==> src/rtl/estado_fsm_ctrl_if.sv <==
// Front-panel / display bundle for the sequence controller.
// The master drives the buttons and sensor and reads the state code; the
// controller is the slave.
interface estado_fsm_ctrl_if;
    logic       btn_start;
    logic       btn_stop;
    logic       sensor;
    logic [2:0] estado;
    logic       busy;
    logic       fault;

    modport master (
        output btn_start,
        output btn_stop,
        output sensor,
        input  estado,
        input  busy,
        input  fault
    );

    modport slave (
        input  btn_start,
        input  btn_stop,
        input  sensor,
        output estado,
        output busy,
        output fault
    );
endinterface

==> src/rtl/estado_fsm_ctrl.sv <==
// Five-state sequence controller for the 7-segment state display.
// Buttons and sensor are synchronized (two flops each); buttons are turned
// into single-cycle rising-edge pulses. estado, busy and fault are all
// registered from the next-state decode so they always change together.
module estado_fsm_ctrl #(
    parameter int          CNT_W  = 24,
    parameter int unsigned T_STEP = 10_000_000
) (
    input  logic               clk,
    input  logic               rst_n,
    estado_fsm_ctrl_if.slave   bus
);

    localparam logic [2:0] S0_IDLE     = 3'b000;
    localparam logic [2:0] S1_ARRANQUE = 3'b001;
    localparam logic [2:0] S2_OPERA    = 3'b010;
    localparam logic [2:0] S3_FINAL    = 3'b011;
    localparam logic [2:0] S4_FALLA    = 3'b100;

    // Last counter value of a timed state: the transition fires on the edge
    // after the counter reaches it, so the state lasts exactly N cycles.
    localparam logic [CNT_W-1:0] C_DWELL_LAST   = CNT_W'(T_STEP - 1);
    localparam logic [CNT_W-1:0] C_TIMEOUT_LAST = CNT_W'(4 * T_STEP - 1);

    // Bit order: [0]=start, [1]=stop, [2]=sensor
    logic [2:0]       w_async;
    logic [2:0]       r_sync0;
    logic [2:0]       r_sync1;
    logic [1:0]       r_btn_d;
    logic             w_start_p;
    logic             w_stop_p;
    logic             w_sensor_s;

    logic [2:0]       r_estado;
    logic [CNT_W-1:0] r_cnt;
    logic             r_busy;
    logic             r_fault;

    logic [2:0]       w_estado_next;
    logic [CNT_W-1:0] w_cnt_next;
    logic             w_busy_next;
    logic             w_fault_next;

    assign w_async = {bus.sensor, bus.btn_stop, bus.btn_start};

    // Two-flop synchronizer for every asynchronous input, plus a delay stage
    // on the buttons for edge detection.
    always_ff @(posedge clk or negedge rst_n) begin
        if (!rst_n) begin
            r_sync0 <= 3'b000;
            r_sync1 <= 3'b000;
            r_btn_d <= 2'b00;
        end else begin
            r_sync0 <= w_async;
            r_sync1 <= r_sync0;
            r_btn_d <= r_sync1[1:0];
        end
    end

    // A held button yields only one pulse because the delayed copy catches up.
    assign w_start_p  = r_sync1[0] & ~r_btn_d[0];
    assign w_stop_p   = r_sync1[1] & ~r_btn_d[1];
    assign w_sensor_s = r_sync1[2];

    // Next-state decode; priority is stop, then sensor, then dwell expiry,
    // then start.
    always_comb begin
        w_estado_next = r_estado;
        case (r_estado)
            S0_IDLE: begin
                if (w_start_p)
                    w_estado_next = S1_ARRANQUE;
            end
            S1_ARRANQUE: begin
                if (w_stop_p)
                    w_estado_next = S4_FALLA;
                else if (r_cnt == C_DWELL_LAST)
                    w_estado_next = S2_OPERA;
            end
            S2_OPERA: begin
                if (w_stop_p)
                    w_estado_next = S4_FALLA;
                else if (w_sensor_s)
                    w_estado_next = S3_FINAL;
                else if (r_cnt == C_TIMEOUT_LAST)
                    w_estado_next = S4_FALLA;
            end
            S3_FINAL: begin
                if (w_stop_p)
                    w_estado_next = S4_FALLA;
                else if (r_cnt == C_DWELL_LAST)
                    w_estado_next = S0_IDLE;
            end
            S4_FALLA: begin
                // Start together with stop is treated as still aborting.
                if (w_start_p && !w_stop_p)
                    w_estado_next = S0_IDLE;
            end
            default: w_estado_next = S0_IDLE;
        endcase
    end

    // Dwell counter: restarts on any state change, idles at 0 in the untimed
    // states, otherwise counts while the state holds.
    always_comb begin
        w_cnt_next = '0;
        if (w_estado_next == r_estado &&
            r_estado != S0_IDLE && r_estado != S4_FALLA)
            w_cnt_next = r_cnt + 1'b1;
    end

    // Status flags decoded from the next state so they line up with estado.
    always_comb begin
        w_busy_next  = (w_estado_next == S1_ARRANQUE) ||
                       (w_estado_next == S2_OPERA)    ||
                       (w_estado_next == S3_FINAL);
        w_fault_next = (w_estado_next == S4_FALLA);
    end

    // State, counter and status registers.
    always_ff @(posedge clk or negedge rst_n) begin
        if (!rst_n) begin
            r_estado <= S0_IDLE;
            r_cnt    <= '0;
            r_busy   <= 1'b0;
            r_fault  <= 1'b0;
        end else begin
            r_estado <= w_estado_next;
            r_cnt    <= w_cnt_next;
            r_busy   <= w_busy_next;
            r_fault  <= w_fault_next;
        end
    end

    assign bus.estado = r_estado;
    assign bus.busy   = r_busy;
    assign bus.fault  = r_fault;

endmodule

==> src/flat_wrapper.sv <==
// flat-port wrapper written by rule: the top's interface ports become plain ports
module estado_fsm_ctrl_flat 
#(
    parameter int          CNT_W  = 24,
    parameter int unsigned T_STEP = 10_000_000
)
  (clk, rst_n, bus_btn_start, bus_btn_stop, bus_sensor, bus_estado, bus_busy, bus_fault);
  estado_fsm_ctrl_if bus_i ();
  input  logic clk;
  input  logic rst_n;
  input wire logic [$bits(bus_i.btn_start)-1:0] bus_btn_start;
  input wire logic [$bits(bus_i.btn_stop)-1:0] bus_btn_stop;
  input wire logic [$bits(bus_i.sensor)-1:0] bus_sensor;
  output wire logic [$bits(bus_i.estado)-1:0] bus_estado;
  output wire logic [$bits(bus_i.busy)-1:0] bus_busy;
  output wire logic [$bits(bus_i.fault)-1:0] bus_fault;
  assign bus_i.btn_start = bus_btn_start;
  assign bus_i.btn_stop = bus_btn_stop;
  assign bus_i.sensor = bus_sensor;
  assign bus_estado = bus_i.estado;
  assign bus_busy = bus_i.busy;
  assign bus_fault = bus_i.fault;
  estado_fsm_ctrl #(.CNT_W(CNT_W), .T_STEP(T_STEP)) u_core (.clk(clk), .rst_n(rst_n), .bus(bus_i));
endmodule
==> config.mk <==
export PLATFORM = sky130hd
export DESIGN_NAME = estado_fsm_ctrl_flat
export DESIGN_NICKNAME = d
export VERILOG_FILES = /design/src/rtl/estado_fsm_ctrl_if.sv /design/src/rtl/estado_fsm_ctrl.sv /design/src/flat_wrapper.sv
export SDC_FILE = /design/constraint.sdc
export NUM_CORES = 1
export LEC_CHECK = 0
export BUFFER_PORTS_ARGS = -buffer_cell sky130_fd_sc_hd__buf_2
export CAP_MARGIN = 15
export CORE_ASPECT_RATIO = 0.8
export CORE_UTILIZATION = 55
export DETAILED_ROUTE_END_ITERATION = 7
export GPL_TIMING_DRIVEN = 0
export PLACE_DENSITY = 0.73
export SKIP_CTS_REPAIR_TIMING = 1
export SYNTH_ARGS = -nofsm -noshare
export SYNTH_HDL_FRONTEND = slang
export SYNTH_SLANG_ARGS = --single-unit
==> constraint.sdc <==
create_clock -name clk -period 2.1 [get_ports clk]
set_input_delay 0.21 -clock clk [delete_from_list [all_inputs] [get_ports clk]]
set_output_delay 0.21 -clock clk [all_outputs]
set_load 0.02 [all_outputs]
# == Yosys cells after proc, flatten, opt, wreduce, memory -nomap -nowiden ==
# Cells that the tools add are included.
# totals
register_bits,37
input_bits,5
out_inout_bits,5
elab_cells,43
# classes
addsub,1
eq_ne,12
n_mux,11
bitwise_logic,4
n_reduce_logical,8
# op_table
operator,count
$mux W3,9
$add A24 B1 Y24 const B,1
$eq A24 B23 Y1 const B,1
$eq A24 B24 Y1 const B,1
$mux W24,1
$pmux W3 S5,1
$eq A3 B2 Y1 const B,4
$eq A3 B1 Y1 const B,2
$eq A3 B3 Y1 const B,2
$eq A3 B3 Y1,1
$logic_and A1 B1 Y1,3
$logic_not A3 Y1,1
$ne A3 B3 Y1 const B,1
$reduce_bool A3 Y1,1
$and A1 B1 Y1,2
$logic_or A1 B1 Y1,2
$not A1 Y1,2
$logic_not A1 Y1,1

# == Longest topological paths before layout ==
# Gate-level depths: netlist of the first run.
# depth
word_depth,10
mapped_depth,7
ltp_nobuf,6

# == Worst setup path after synthesis of the first run ==
# Ideal clock, no wire load.
# synth_timing
path_kind,register -> register
startpoint,register u_core.r_cnt[0]
endpoint,register u_core.r_cnt[17]
setup_time_ns,0.119
arrival_time_ns,1.706
t_required_ns,1.981
slack_ns,0.275
stages_incl_launch_ff,8
path_buffers,1
synth_period_minus_slack_ns,1.825
path_cell_list,dfrtp_1 > ha_1 > nand4_2 > nor4_4 > nand4_2 > a31oi_4 > buf_6 > nor2_2
# synth_between
elab_chain_cells,9
word_cells_on_any_way,15
classes_between,add/sub (1); eq/ne (3); mux (9); reduce/logical (2)
# synth_rtl
item,line,rtl
"start, declared",estado_fsm_ctrl.sv:35,logic [CNT_W-1:0] r_cnt;
"start signal, assigned",estado_fsm_ctrl.sv:129,r_cnt <= w_cnt_next;
$eq A24 B23 Y1,estado_fsm_ctrl.sv:85,else if (r_cnt == C_TIMEOUT_LAST)
$mux W3,estado_fsm_ctrl.sv:85,
$mux W3,estado_fsm_ctrl.sv:83,else if (w_sensor_s)
$mux W3,estado_fsm_ctrl.sv:81,if (w_stop_p)
$pmux W3 S5,estado_fsm_ctrl.sv:69,case (r_estado)
$eq A3 B3 Y1,estado_fsm_ctrl.sv:107,if (w_estado_next == r_estado &&
$logic_and A1 B1 Y1,estado_fsm_ctrl.sv:107,
$logic_and A1 B1 Y1,estado_fsm_ctrl.sv:108,r_estado != S0_IDLE && r_estado != S4_FALLA)
$mux W24 (*),estado_fsm_ctrl.sv:107,
via u_core.w_cnt_next[17],estado_fsm_ctrl.sv:40,logic [CNT_W-1:0] w_cnt_next;
# Mark *: on every way through the listed nets, which the timed path passes. The rest lies on a longest branch.

# == Worst setup path after layout of the first run ==
# layout_timing
startpoint,register u_core.r_cnt[0]
endpoint,register u_core.r_cnt[20]
# The elaborated chain is that of the path after synthesis.

==> impl_metrics.toml, run 1 <==
[status]
status = "finished, final reports clean"

[worst_setup_path]
path_class = "flop to flop"
reg2reg_from = "u_core.r_cnt[0]$_DFF_PN0_"
crit_chain = "ha_1 -> nand4_2 -> nor4_4 -> nand4_2 -> a31oi_4 -> buf_6 -> nor2_2"
arrival_ps = 2220
cp_max_fo = 10
critPathTopFamily = "simple AND/OR/NAND/NOR gates"
cp_slowest_cell = "dfrtp_1"
ff2ff_path_depth = 7
crit_buf_inv = 1
required_ps = 2280
timing.rr.end = "u_core.r_cnt[20]$_DFF_PN0_"
crit_top_cell = "nand4_2"
crit_path_max_incr_delay_ps = 410
cp-end-kind = "flop"
r2r_slack_ps = 70
cp.depth = 7
worst_setup_path_start_kind = "flop"

[sta]
rsz0062_at_grt = "no"
relSlewSlack_pct = 46.5
max_freq_ghz = 0.492
timing.final.crit_period_ps = 2030
maxSlewViolCount = 0
worst_slack_ps = 65.6
finClkSkew_ps = 5.00
setup_violations = 0
fin_crit_sh_pct = 96.9
worst_pin_slew_ps = 802
hold_viol = 0

[detailed_routing]
wl_um = 3340
drt_iter0_drc = 166
route.vias.total = 1310
drt_first_pass_iters = 4
detail_route.wl_per_cell_um = 14.7
drcViolationCount = 0
post_drt_via_cell_ratio = 5.75
antenna_left = 0

[cells_and_area]
final_cell_count_no_fill = 228
layout-drive-gt1-share_pct = 27.1
n_antenna_cell = 0
post-route-util_pct = 64.9
fin_nets = 193
area_growth_pct = 11.5

[synthesis]
synthesis.nets = 174
synth_top_area_share_pct = 51.2
synth_area_um2 = 1810
ys_warn_count = 0
synth_flop_cell = "dfrtp_1"
async_reset_ff_share_pct = 100
ys_seq_area_share_pct = 51.2
synthCells = 168
ys_ff_latch = 37
synth.area.top_cells = "dfrtp_1, nor2_2, xor2_1"
yosys.area.top_type = "dfrtp_1"
yosys.cell_types.count = 38
syn_area_per_cell_um2 = 10.8
synth.most_common_cell = "dfrtp_1"
synth_edf_count = 0
yosys-top-cells-count = "dfrtp_1, nor2_2, nor2_1, xor2_1, nand3_1"

[run]
cap_viol_max_count = 0

[power_and_ir_drop]
leakagePower_nw = 0.806
clkPwrFrac_pct = 29.8
seqPwrFrac_pct = 48.8
switchingPower_w = 0.000518
power.share.switching_pct = 31.4
intPower_w = 0.00113
power_density_nw_per_um2 = 817
ir_worst_vdd_uv = 530
finalPower_w = 0.00165
combPwrFrac_pct = 21.4

[floorplanning]
rows = 18
chipHeight_um = 53.3
dieWidth_um = 66.1
initial_core_util_pct = 58.2
fp.dieArea_um2 = 3520
ios = 10
core_area_um2 = 3110

[global_route]
antenna_found_initial = 0
grt_pass1_vias = 1150
grt_pass1_wl_um = 5330
grt.total_usage_pct = 21.6
grt_max_degree = 38
grt_overflow_total = 0

[placement]
port_buffers = 9
pre_cts_ws_ps = -7.97
post-place-cells = 217
gp_congestion = 0.883
place_hpwl_um = 2350

[clock_tree]
clockBufferDepth = 2
clk_pin_slew_ps = 70
cts_tree = "built"
root_buffer = "clkbuf_8"
cts_made_buffers = 5
insertion_delay_ps = 290
cts.sinks = 37
htree_levels = 2

[hold_path]
hold_class = "input port to async pin"
## kinds of logic (layout without fill, tap and decap cells)
group	after synthesis	count (layout)	share of synthesized area, %
flops	37	37	51.2
compound gates	10	10	4.36
fa+ha+maj	1	1	0.692
buf+inv	8	28	2.56
xor+xnor	23	23	11.1
simple gates	89	89	30.0
## routing by layer
| layer | global-route usage, % | part of all wire (%) | vias to the layer above |
|---|---|---|---|
| met5 | 0 | 0 | - |
| met2 | 31.5 | 44 | 40 |
| met1 | 28.9 | 49 | 641 |
| li1 | - | - | 618 |
| met4 | 9.22 | 1.6 | 0 |
| met3 | 7.76 | 5.4 | 11 |
## sequential cells by signal (all words and copies together) (netlist names)
signal and count:
u_core.bus.fault 1, u_core.bus.busy 1, u_core.bus.estado 3, u_core.r_sync1 3, u_core.r_sync0 3, u_core.r_btn_d 2, u_core.r_cnt 24
## power by group through the flow
stage          logic [W]  registers (W)  clock network (W)
3_3_place_gp    0.000321       0.000814                  0
3_5_place_dp    0.000329       0.000816                  0
2_1_floorplan   0.000194       0.000855                  0
6_report        0.000352       0.000804           0.000491
5_1_grt         0.000386       0.000812           0.000542
4_1_cts         0.000329       0.000803           0.000508
## final cells by class
cell class	count	area, um^2
Fill cell	250	1090
Sequential cell	37	926
Multi-Input combinational cell	123	836
Clock buffer	5	68.8
Timing Repair Buffer	12	67.6
Tap cell	40	50.0
Buffer	5	35.0
Clock inverter	3	21.3
Inverter	3	11.3
## worst register-to-register path: cells and delay by family (launching register included)
family | cells | cell delay [ps]
simple gates | 4 | 770
buf+inv | 1 | 210
compound gates | 1 | 280
flops | 1 | 410
fa+ha+maj | 1 | 260
## through the flow
step / cell area [um^2] / TNS, ps / hold WS (ps)
3_5_place_dp: 1900 / -8.91 / 320
6_report: 2020 / 0 / 5.15
2_1_floorplan: 1810 / 0 / -85.6
4_1_cts: 1990 / -413 / 8.94
3_3_place_gp: 1900 / 0 / 319
5_1_grt: 2020 / 0 / 0.932
## placed cells by master (no fill, tap or decap), types with 3 or more instances in the layout
master | netlist | routed
dfrtp_1 | 37 | 37
inv_1 | 3 | 3
nand4_1 | 7 | 7
xnor2_1 | 10 | 10
buf_2 | 1 | 10
clkbuf_8 | 0 | 5
nor2_2 | 20 | 20
buf_4 | 0 | 3
xor2_1 | 13 | 13
nor2_1 | 13 | 13
nor4_1 | 3 | 3
nor3_1 | 3 | 3
nand3_1 | 11 | 11
nand2_1 | 10 | 10
nand2b_1 | 3 | 3
o21ai_0 | 4 | 4
## worst max-delay path by stage
stage / end / from
6_report: u_core.r_cnt[20]$_DFF_PN0_ / u_core.r_cnt[0]$_DFF_PN0_
5_1_grt: u_core.r_cnt[20]$_DFF_PN0_ / u_core.r_cnt[0]$_DFF_PN0_
4_1_cts: u_core.r_cnt[20]$_DFF_PN0_ / u_core.r_cnt[0]$_DFF_PN0_
3_5_place_dp: u_core.r_cnt[20]$_DFF_PN0_ / u_core.r_cnt[0]$_DFF_PN0_
3_3_place_gp: u_core.r_cnt[19]$_DFF_PN0_ / u_core.r_cnt[0]$_DFF_PN0_
2_1_floorplan: u_core.r_cnt[17]$_DFF_PN0_ / u_core.r_cnt[0]$_DFF_PN0_
Power figures use the tool's default switching activity.
==> inputs of run 2 (changes only) <==
- CORE_ASPECT_RATIO: 0.8 -> not set
==> impl_metrics.toml, run 2 (synthesized netlist as in run 1, its figures left out) <==
[sta]
worst_pin_slew_ps = 812
finClkSkew_ps = 9.86
setup_violations = 0
max_freq_ghz = 0.502
hold_viol = 0
relSlewSlack_pct = 45.8
hold_slack_ps = 365
timing.final.crit_period_ps = 1990
fin_crit_sh_pct = 94.8
worst_slack_ps = 108
maxSlewViolCount = 0

[global_route]
grt.total_usage_pct = 22.0
antenna_found_initial = 0
grt_max_degree = 38
grt_overflow_total = 0
grt_pass1_vias = 1234
grt_pass1_wl_um = 5520

[detailed_routing]
drt-met1-wl_um = 1570
antenna_left = 0
drt_first_pass_iters = 4
drcViolationCount = 0
detail_route.wl_per_cell_um = 14.2
met3_length_um = 76
wl_um = 3370
top_layer_used = "met4"
post_drt_via_cell_ratio = 5.37
drt_iter0_drc = 80
met2_length_um = 1680
route.vias.total = 1273

[placement]
gp_congestion = 0.799
dpl_cell_area_um2 = 1910
post-place-cells = 221
place_hpwl_um = 2340
pre_cts_ws_ps = 7.89
port_buffers = 9

[cells_and_area]
multi_input_area_um2 = 838
nFillCells = 257
layout-drive-gt1-share_pct = 27.5
seq_area_um2 = 926
n_antenna_cell = 0
regMostFlops = "u_core.r_cnt"
fin_nets = 198
area_growth_pct = 14.2
largest_reg_flops = 24
final_cell_count_no_fill = 237
final_common_cell = "dfrtp_1"
final_cell_area_um2 = 2060
mostFrequentLayoutCells = "dfrtp_1, nor2_2, nor2_1, xor2_1, nand3_1"

[clock_tree]
root_buffer = "clkbuf_4"
insertion_delay_ps = 340
htree_levels = 2
cts.sinks = 37
clk_pin_slew_ps = 120
cts_tree = "built"
cts_made_buffers = 5
clockBufferDepth = 2

[status]
status = "finished, final reports clean"

[floorplanning]
chipHeight_um = 59.3
dieWidth_um = 59.3
initial_core_util_pct = 58.7
core_area_um2 = 3080
ios = 10
rows = 20
fp.dieArea_um2 = 3520

[worst_setup_path]
timing.rr.end = "u_core.r_cnt[21]$_DFF_PN0_"
r2r_slack_ps = 110
cp-end-kind = "flop"
required_ps = 2330
crit_start = "u_core.r_cnt[0]$_DFF_PN0_"
path_class = "flop to flop"
reg2reg_from = "u_core.r_cnt[0]$_DFF_PN0_"
ff2ff_path_depth = 7
cp_max_fo = 10
critPathCapture = "u_core.r_cnt[21]$_DFF_PN0_"
worst_setup_path_start_kind = "flop"
arrival_ps = 2220

[hold_path]
min_from = "u_core.r_sync0[1]$_DFF_PN0_"
hold_class = "flop to flop"

[power_and_ir_drop]
leakagePower_nw = 0.823
power_density_nw_per_um2 = 809
ir_worst_vdd_uv = 668

[run]
cap_viol_max_count = 0
==> run 2: changes by cell type in the layout (fill, tap and decap cells not counted), sizes merged <==
cell         previous run  this run
dlygate4sd3             0         4
inv                     4         3
bufinv                  0         1
buf                    15        16
==> run 2: layout make-up <==
cell class,count,share of cell area (%)
multi-input combinational,123,40.6
tap,44,2.67
clock inverter,3,2.24
sequential,37,44.8
timing repair buffer,17,5.58
buffer,5,1.70
inverter,3,0.545
clock buffer,5,1.82
==> run 2: per-stage QoR <==
step,power (W),util (%),setup TNS (ps)
4_1_cts,0.00164,64.7,-89.1
3_3_place_gp,0.00114,62.0,0
6_report,0.00167,67.1,0
5_1_grt,0.00175,67.1,-42.0
2_1_floorplan,0.00105,-,0
3_5_place_dp,0.00115,62.0,0
==> run 2: how the worst min path moves through the flow <==
stage,to,slack [ps],depth (start not counted)
2_1_floorplan,u_core.bus.busy$_DFF_PN0_,-90,0
5_1_grt,u_core.r_sync1[0]$_DFF_PN0_,380,0
4_1_cts,u_core.r_sync0[0]$_DFF_PN0_,-50,1
6_report,u_core.r_sync1[1]$_DFF_PN0_,370,0
3_5_place_dp,u_core.r_sync0[0]$_DFF_PN0_,320,1
3_3_place_gp,u_core.r_sync0[2]$_DFF_PN0_,320,1
==> run 2: per-layer routing <==
metal | vias up | GRT usage (%)
li1 | 625 | -
met1 | 627 | 29.1
met2 | 16 | 35.0
met3 | 5 | 4.59
met4 | 0 | 9.18
met5 | - | 0
==> run 2: critical path: stages, from the launching register on <==
cell and delay [ps]:
dfrtp_1 420, ha_2 240, nand4_2 180, nor4_4 310, nand4_2 190, a31oi_4 270
buf_6 210, nor2_2 50
==> run 2: where the power goes <==
part           total, W  leakage (nW)  internal [W]  switching (W)
sequential     0.000806         0.494      0.000766      0.0000401
clock          0.000495        0.0414      0.000252       0.000243
combinational  0.000368         0.288      0.000143       0.000225
==> inputs of run 3 (changes only) <==
- GPL_TIMING_DRIVEN: 0 -> not set
==> impl_metrics.toml, run 3 (synthesized netlist as in run 1, its figures left out) <==
[sta]
finClkSkew_ps = 14.4
fin_crit_sh_pct = 90.3
rsz0062_at_grt = "no"
relSlewSlack_pct = 47.6
hold_viol = 0
setup_violations = 0
fin_tns_setup_ps = 0
max_freq_ghz = 0.527
worst_pin_slew_ps = 785
maxSlewViolCount = 0
timing.final.crit_period_ps = 1900

[clock_tree]
htree_levels = 2
insertion_delay_ps = 350
cts_tree = "built"
clk_pin_slew_ps = 120
cts.sinks = 37
root_buffer = "clkbuf_4"
clockBufferDepth = 2
cts_made_buffers = 5

[hold_path]
hold_class = "flop to flop"
min_from = "u_core.r_sync0[0]$_DFF_PN0_"
hold_depth = 0
holdPathEnd = "u_core.r_sync1[0]$_DFF_PN0_"

[detailed_routing]
drt_first_pass_iters = 4
wl_um = 3200
drcViolationCount = 0
antenna_left = 0
drt_iter0_drc = 55
met3_length_um = 106
met2_length_um = 1480
route.vias.total = 1258
top_layer_used = "met4"
drt-met1-wl_um = 1560
post_drt_via_cell_ratio = 5.47
detail_route.wl_per_cell_um = 13.9

[worst_setup_path]
cp_max_fo = 24
worst_setup_path_start_kind = "flop"
arrival_ps = 2130
path_class = "flop to flop"
reg2reg_from = "u_core.r_cnt[0]$_DFF_PN0_"
ff2ff_path_depth = 7
required_ps = 2330
r2r_slack_ps = 200
cp-end-kind = "flop"
timing.rr.end = "u_core.r_cnt[23]$_DFF_PN0_"

[global_route]
antenna_found_initial = 0
grt.total_usage_pct = 21.5
grt_pass1_vias = 1201
grt_overflow_total = 0
grt_pass1_wl_um = 5440
grt_max_degree = 38

[cells_and_area]
final_cell_count_no_fill = 230
largest_reg_flops = 24
nFillCells = 260
post-route-util_pct = 65.9
regMostFlops = "u_core.r_cnt"
final_common_cell = "dfrtp_1"
fin_nets = 191
n_antenna_cell = 0
area_growth_pct = 12.1
layout-drive-gt1-share_pct = 25.8
mostFrequentLayoutCells = "dfrtp_1, nor2_2, nor2_1, xor2_1, nand3_1"

[floorplanning]
ios = 10
initial_core_util_pct = 58.7
core_area_um2 = 3080
dieWidth_um = 59.3
rows = 20
fp.dieArea_um2 = 3520
chipHeight_um = 59.3

[power_and_ir_drop]
leakagePower_nw = 0.800
power_density_nw_per_um2 = 803
finalPower_w = 0.00163
ir_worst_vdd_uv = 729

[placement]
post-place-cells = 218
gp_congestion = 0.809
place_hpwl_um = 2240
port_buffers = 9

[run]
cap_viol_max_count = 0

[status]
status = "finished, final reports clean"
[run 3: changes by cell type in the layout (fill, tap and decap cells not counted), sizes merged]
cell | before | now
clkbuf | 7 | 5
buf | 16 | 11
[run 3: worst max-delay path by stage]
stage                     cells after the start                 startpoint                         end  slack (ps)
after detailed placement                      7  u_core.r_cnt[0]$_DFF_PN0_  u_core.r_cnt[23]$_DFF_PN0_         120
final                                         7  u_core.r_cnt[0]$_DFF_PN0_  u_core.r_cnt[23]$_DFF_PN0_         200
after floorplan                               7  u_core.r_cnt[0]$_DFF_PN0_  u_core.r_cnt[17]$_DFF_PN0_         280
after CTS                                     7  u_core.r_cnt[0]$_DFF_PN0_  u_core.r_cnt[23]$_DFF_PN0_          90
after global routing                          7  u_core.r_cnt[0]$_DFF_PN0_   u_core.r_cnt[1]$_DFF_PN0_          30
after global placement                        7  u_core.r_cnt[0]$_DFF_PN0_   u_core.r_cnt[3]$_DFF_PN0_         200
[run 3: cell type report]
class | count | area, um^2 | share of cell area (%)
Clock buffer | 5 | 37.5 | 1.85
Sequential cell | 37 | 926 | 45.7
Clock inverter | 3 | 46.3 | 2.28
Inverter | 3 | 11.3 | 0.556
Multi-Input combinational cell | 123 | 838 | 41.4
Tap cell | 44 | 55.1 | 2.72
Timing Repair Buffer | 15 | 113 | 5.56
[run 3: routing by layer]
| metal | up-vias | GRT usage (%) |
|---|---|---|
| li1 | 621 | - |
| met1 | 614 | 29.5 |
| met2 | 17 | 31.9 |
| met3 | 6 | 6.55 |
| met4 | 0 | 8.16 |
| met5 | - | 0 |
[run 3: power breakdown]
part	leakage, nW	internal [W]	switching [W]
clock	0.0414	0.000252	0.000239
sequential	0.494	0.000765	0.0000398
combinational	0.265	0.000116	0.000215
[run 3: critical path, cell delays in order (launching register included)]
cell	delay, ps
dfrtp_1	430
ha_2	240
nand4_2	160
nor4_4	220
nand4_2	190
a31oi_4	240
buf_12	210
nor2_1	80
[run 3: stage by stage]
stage	worst slack (ps)	area, um^2	hold slack (ps)
6_report	204	2030	365
2_1_floorplan	275	1810	-85.6
3_3_place_gp	197	1900	317
4_1_cts	91.6	1980	-64.3
3_5_place_dp	123	1900	319
5_1_grt	31.8	2030	372
